===== config.mk =====
export PLATFORM = sky130hd
export DESIGN_NAME = imem_loader
export DESIGN_NICKNAME = d
export VERILOG_FILES = /design/src/rtl/imem_loader.sv
export SDC_FILE = /design/constraint.sdc
export NUM_CORES = 1
export LEC_CHECK = 0
export CAP_MARGIN = 0
export CELL_PAD_IN_SITES_DETAIL_PLACEMENT = 0
export CELL_PAD_IN_SITES_GLOBAL_PLACEMENT = 1
export CORE_ASPECT_RATIO = 0.5
export CORE_MARGIN = 4
export CORE_UTILIZATION = 38
export CTS_CLUSTER_SIZE = 24
export DETAILED_ROUTE_END_ITERATION = 10
export GPL_ROUTABILITY_DRIVEN = 0
export GPL_TIMING_DRIVEN = 0
export PLACE_DENSITY_LB_ADDON = 0.3
export SLEW_MARGIN = 5
export SYNTH_ARGS = -nofsm -noshare
export SYNTH_HDL_FRONTEND = slang
export SYNTH_SLANG_ARGS = --single-unit

===== constraint.sdc =====
create_clock -name clk -period 2.3 [get_ports clk]
set_input_delay 0.46 -clock clk [delete_from_list [all_inputs] [get_ports clk]]
set_output_delay 0.46 -clock clk [all_outputs]
set_load 0.01 [all_outputs]

===== src/rtl/imem_loader.sv =====
// Boot-time instruction memory loader: byte stream -> big-endian words -> SRAM at the reset PC.
// Optional trailing checksum check is compiled in with `define IMEM_LOADER_CHECKSUM_EN.
module imem_loader #(
    parameter logic [31:0] BASE_ADDR = 32'h0040_0020,
    parameter int unsigned MAX_WORDS = 1024
) (
    input  logic        clk,
    input  logic        reset,
    input  logic        in_valid,
    input  logic [7:0]  in_data,
    output logic        in_ready,
    output logic        mem_cs,
    output logic        mem_oe,
    output logic        mem_we,
    output logic [31:0] mem_addr,
    output logic [31:0] mem_din,
    output logic        start_up,
    output logic        done,
    output logic        error
);

    localparam int unsigned WORD_W  = 32;
    localparam int unsigned BYTE_W  = 8;
    localparam int unsigned SHIFT_W = WORD_W - BYTE_W;

`ifdef IMEM_LOADER_CHECKSUM_EN
    typedef enum logic [2:0] {
        S_HDR, S_DATA, S_WRITE, S_CSUM, S_DONE, S_ERR
    } state_e;
`else
    typedef enum logic [2:0] {
        S_HDR, S_DATA, S_WRITE, S_DONE, S_ERR
    } state_e;
`endif

    state_e              state_q, state_d;
    logic [1:0]          byte_cnt_q, byte_cnt_d;
    logic [SHIFT_W-1:0]  shift_q, shift_d;
    logic [WORD_W-1:0]   count_q, count_d;
    logic [WORD_W-1:0]   index_q, index_d;
`ifdef IMEM_LOADER_CHECKSUM_EN
    logic [WORD_W-1:0]   acc_q, acc_d;
`endif

    logic                in_ready_q, in_ready_d;
    logic                mem_we_q, mem_we_d;
    logic                mem_cs_q, mem_cs_d;
    logic [WORD_W-1:0]   mem_addr_q, mem_addr_d;
    logic [WORD_W-1:0]   mem_din_q, mem_din_d;
    logic                start_up_q, start_up_d;
    logic                done_q, done_d;
    logic                error_q, error_d;

    logic                accept;
    logic                last_byte;
    logic [WORD_W-1:0]   word;
    logic [WORD_W-1:0]   wr_addr;

    // Next-state, datapath and registered-output computation
    always_comb begin
        state_d    = state_q;
        byte_cnt_d = byte_cnt_q;
        shift_d    = shift_q;
        count_d    = count_q;
        index_d    = index_q;
`ifdef IMEM_LOADER_CHECKSUM_EN
        acc_d      = acc_q;
`endif
        mem_we_d   = 1'b0;
        mem_addr_d = '0;
        mem_din_d  = '0;

        accept    = in_valid && in_ready_q;
        word      = {shift_q, in_data};
        last_byte = accept && (byte_cnt_q == 2'd3);
        wr_addr   = BASE_ADDR + {index_q[WORD_W-3:0], 2'b00};

        // Byte counter wraps every four accepts and holds across stream gaps
        if (accept) begin
            byte_cnt_d = byte_cnt_q + 2'd1;
            shift_d    = word[SHIFT_W-1:0];
        end

        case (state_q)
            S_HDR: begin
                if (last_byte) begin
                    count_d = word;
                    index_d = '0;
                    if (word == '0) begin
                        state_d = S_DONE;
                    end else if (word > WORD_W'(MAX_WORDS)) begin
                        state_d = S_ERR;
                    end else begin
                        state_d = S_DATA;
                    end
                end
            end
            S_DATA: begin
                if (last_byte) begin
                    state_d    = S_WRITE;
                    mem_we_d   = 1'b1;
                    mem_addr_d = {wr_addr[WORD_W-1:2], 2'b00};
                    mem_din_d  = word;
`ifdef IMEM_LOADER_CHECKSUM_EN
                    acc_d      = acc_q + word;
`endif
                end
            end
            S_WRITE: begin
                index_d = index_q + WORD_W'(1);
                if (index_d == count_q) begin
`ifdef IMEM_LOADER_CHECKSUM_EN
                    state_d = S_CSUM;
`else
                    state_d = S_DONE;
`endif
                end else begin
                    state_d = S_DATA;
                end
            end
`ifdef IMEM_LOADER_CHECKSUM_EN
            S_CSUM: begin
                if (last_byte) begin
                    state_d = (word == acc_q) ? S_DONE : S_ERR;
                end
            end
`endif
            S_DONE: state_d = S_DONE;
            S_ERR:  state_d = S_ERR;
            default: state_d = S_HDR;
        endcase

`ifdef IMEM_LOADER_CHECKSUM_EN
        in_ready_d = (state_d == S_HDR) || (state_d == S_DATA) || (state_d == S_CSUM);
`else
        in_ready_d = (state_d == S_HDR) || (state_d == S_DATA);
`endif
        mem_cs_d   = mem_we_d;
        start_up_d = (state_d == S_DONE) && (state_q != S_DONE);
        done_d     = (state_d == S_DONE);
        error_d    = (state_d == S_ERR);
    end

    // State and output registers; reset wins over any byte accept in the same cycle
    always_ff @(posedge clk) begin
        if (reset) begin
            state_q    <= S_HDR;
            byte_cnt_q <= '0;
            shift_q    <= '0;
            count_q    <= '0;
            index_q    <= '0;
`ifdef IMEM_LOADER_CHECKSUM_EN
            acc_q      <= '0;
`endif
            in_ready_q <= 1'b1;
            mem_we_q   <= 1'b0;
            mem_cs_q   <= 1'b0;
            mem_addr_q <= '0;
            mem_din_q  <= '0;
            start_up_q <= 1'b0;
            done_q     <= 1'b0;
            error_q    <= 1'b0;
        end else begin
            state_q    <= state_d;
            byte_cnt_q <= byte_cnt_d;
            shift_q    <= shift_d;
            count_q    <= count_d;
            index_q    <= index_d;
`ifdef IMEM_LOADER_CHECKSUM_EN
            acc_q      <= acc_d;
`endif
            in_ready_q <= in_ready_d;
            mem_we_q   <= mem_we_d;
            mem_cs_q   <= mem_cs_d;
            mem_addr_q <= mem_addr_d;
            mem_din_q  <= mem_din_d;
            start_up_q <= start_up_d;
            done_q     <= done_d;
            error_q    <= error_d;
        end
    end

    assign in_ready = in_ready_q;
    assign mem_cs   = mem_cs_q;
    assign mem_oe   = 1'b0;
    assign mem_we   = mem_we_q;
    assign mem_addr = mem_addr_q;
    assign mem_din  = mem_din_q;
    assign start_up = start_up_q;
    assign done     = done_q;
    assign error    = error_q;

endmodule

==> results.json <==
{
  "nFillCells": 1799,
  "antenna_found_initial": 0,
  "drive_above_1_share_pct": 17.1,
  "timing.final.crit_share_pct": 108,
  "num_vias": 6839,
  "synth_warnings": 0,
  "drt_first_pass_iters": 5,
  "rows": 35,
  "finalHoldViolations": 0,
  "placed_cell_area_mm2": 0.00831,
  "drtIter0Drc": 614,
  "power.internal_uw": 4410,
  "grt_pass1_wl_mm": 36.5,
  "yosysTopAreaCell": "dfxtp_1",
  "combPwrFrac_pct": 2.8,
  "grt_pass1_vias": 6537,
  "path_clk_slew_ns": 0.07,
  "rsz0062_at_grt": "true",
  "wl_mm": 23.0,
  "power_density_mw_per_mm2": 612,
  "core_mm2": 0.0185,
  "drv_slew": 0,
  "violations": "setup timing",
  "ys_ff_latch": 160,
  "p_leak_uw": 0.00350,
  "clock_latency_ns": 0.44,
  "io_buffers": 77,
  "cts-buffers-inserted": 17,
  "drc": 0,
  "arrival_ns": 2.86,
  "syn_area_mm2": 0.00720,
  "yosysUniqueCellTypes": 57,
  "h-tree-depth": 4,
  "whs_ns": 0.470,
  "ff2ff_setup_slack_ns": -0.17,
  "grt_use_total_pct": 21.7,
  "ioPinCount": 82,
  "critPathKind": "flip-flop to flip-flop",
  "cts_tree": "built",
  "diodes": 0,
  "synth_flop_cell": "dfxtp_1",
  "initial_core_util_pct": 38.9,
  "min_period_ns": 2.47,
  "final_area_mm2": 0.00966,
  "synthToLayoutAreaGrowth_pct": 34.2,
  "synthTopCellsByArea": "dfxtp_1, nand2_1, a21oi_1",
  "setup_viol": 8,
  "yosysSeqAreaShare_pct": 44.5,
  "worstSetupEndpointType": "flip-flop",
  "synth-edff-count": 0,
  "ys_async_sr_fraction_pct": 0,
  "fp.dieW_um": 203,
  "p_sw_uw": 1500,
  "startpoint_type": "flip-flop",
  "grt_max_degree": 19,
  "dp_hpwl_mm": 15.8,
  "synth_top_cell_area_share_pct": 44.5,
  "finClkSkew_ns": 0.0105,
  "swShare_pct": 25.4,
  "clock_path_buffers": 2,
  "setup_ws_ns": -0.173,
  "max_slew_margin_pct": 44.3,
  "synth_area_per_cell_um2": 8.19,
  "wl_per_cell_um": 17.7,
  "clockPowerShare_pct": 49.6,
  "clock-sinks": 160,
  "finalNetCount": 1042,
  "total_power_uw": 5910,
  "fmax_ghz": 0.404,
  "ir_drop_mv": 0.508,
  "die_y_um": 105,
  "syn_inst": 879,
  "worstMarginPinSlew_ns": 0.835,
  "hold_class": "flip-flop to flip-flop",
  "final_antenna_net_count": 0,
  "clockRootBuffer": "clkbuf_16",
  "outcome": "finished, violations left",
  "power_frac_seq_pct": 47.6,
  "die_area_mm2": 0.0213,
  "timing.critical_path.required_ns": 2.68,
  "overflow": 0,
  "cp_max_fo": 5,
  "maxCapViolCount": 0,
  "vias_per_cell": 5.26
}
[power groups by stage]
stage	Sequential [µW]	Combinational, µW	Clock [µW]
global placement	2880	158	0
detailed placement	2880	161	0
finish	2820	165	2930
global route	2820	182	3110
floorplan	2870	98.7	0
CTS	2820	162	2980
[final timing paths]
kind | from | to | cells past startpoint
worst min register to register | byte_cnt_q[1]$_SDFFE_PP0P_ | byte_cnt_q[1]$_SDFFE_PP0P_ | 2
worst max-delay path | index_q[3]$_SDFFE_PP0P_ | done$_SDFF_PP0_ | 12
worst max register to register | index_q[3]$_SDFFE_PP0P_ | done$_SDFF_PP0_ | 12
worst min-delay path | byte_cnt_q[1]$_SDFFE_PP0P_ | byte_cnt_q[1]$_SDFFE_PP0P_ | 2
[worst max-delay path, stage by stage, from the launching register on]
cell and delay, ns:
dfxtp_4 0.36, buf_4 0.13, buf_4 0.13, nand2_1 0.16, nor4_4 0.07, and2_4 0.19, buf_4 0.14, buf_4 0.13
a211o_1 0.27, a211oi_2 0.33, nand4_4 0.19, buf_4 0.19, a21oi_2 0.12
[state kept, by name, summed over array words and instances (netlist names)]
| register | count |
|---|---|
| done | 1 |
| byte_cnt_q | 2 |
| mem_addr | 30 |
| index_q | 32 |
| in_ready | 1 |
| error | 1 |
| state_q | 3 |
| mem_din | 32 |
| start_up | 1 |
| mem_cs | 1 |
| shift_q | 24 |
| count_q | 32 |
[logic make-up after synthesis]
logic type,Yosys count,share of synthesized area [%]
AOI/OAI and AO/OA,167,13.5
xor gates and xnor gates,64,7.79
adders and majority gates,3,0.522
buffers and inverters,82,5.65
DFF,160,44.5
muxes,5,0.713
other,1,0.0521
and+or+nand+nor,397,27.3
[Yosys cell counts (all sizes together) (2+ instances only)]
cell type  instances
and3               5
ha                 3
or4                2
o22ai              2
nor3b              2
and4               6
nand2            159
xor2              28
nor4              24
xnor2             36
a22oi              2
and2              41
o21ai             29
a211o              2
mux2i              4
nor2              70
buf               31
nand3             21
nand2b             4
nand4             27
a211oi             5
a31oi              6
o221ai             2
a41oi              2
nor3              15
dfxtp            160
inv                3
or2                3
a21oi             98
nand3b             2
a311oi            12
nand4b             3
or3               11
clkbuf            48
[metrics by stage]
| stage | util [%] | instances | setup WS [ns] | TNS (ns) |
|---|---|---|---|---|
| CTS | 50.6 | 1279 | -0.148 | -0.371 |
| global placement | 44.9 | 1217 | -0.897 | -59.83 |
| detailed placement | 44.9 | 1217 | -0.826 | -57.97 |
| global route | 52.3 | 1300 | -0.253 | -1.66 |
| finish | 52.3 | 1300 | -0.173 | -0.876 |
| floorplan | - | 881 | 0.00292 | 0 |
[final cells by class]
class / instances / area (µm²) / share of cell area, %
timing repair buffer: 135 / 1210 / 12.6
inverter: 3 / 11.3 / 0.117
tap: 259 / 324 / 3.35
multi-input combinational: 639 / 3830 / 39.6
clock inverter: 15 / 188 / 1.94
sequential: 160 / 3220 / 33.3
clock buffer: 17 / 425 / 4.40
buffer: 72 / 449 / 4.65
[timing repair]
action	CTS	global route
setup endpoints to repair	77	34
pin swaps	21	22
hold buffers	0	0
setup buffers	33	26
resized for setup	56	40
[placed cells by master (no fill, tap or decap), drive strengths merged, types with 24 or more instances in the layout]
cell	count
a21oi	98
buf	89
nand4	27
xnor2	36
and2	41
o21ai	29
nor4	24
clkbuf	58
dfxtp	160
nor2	70
nand2	159
clkdlybuf4s50	77
xor2	28
[per-layer routing]
metal	wire, µm	vias up	track usage, %
met1	11500	3229	31.7
met4	284	0	5.66
li1	-	3323	-
met3	1750	34	5.56
met5	0	-	0
met2	9520	253	31.7
No activity file was read; power rests on OpenSTA's default activity.
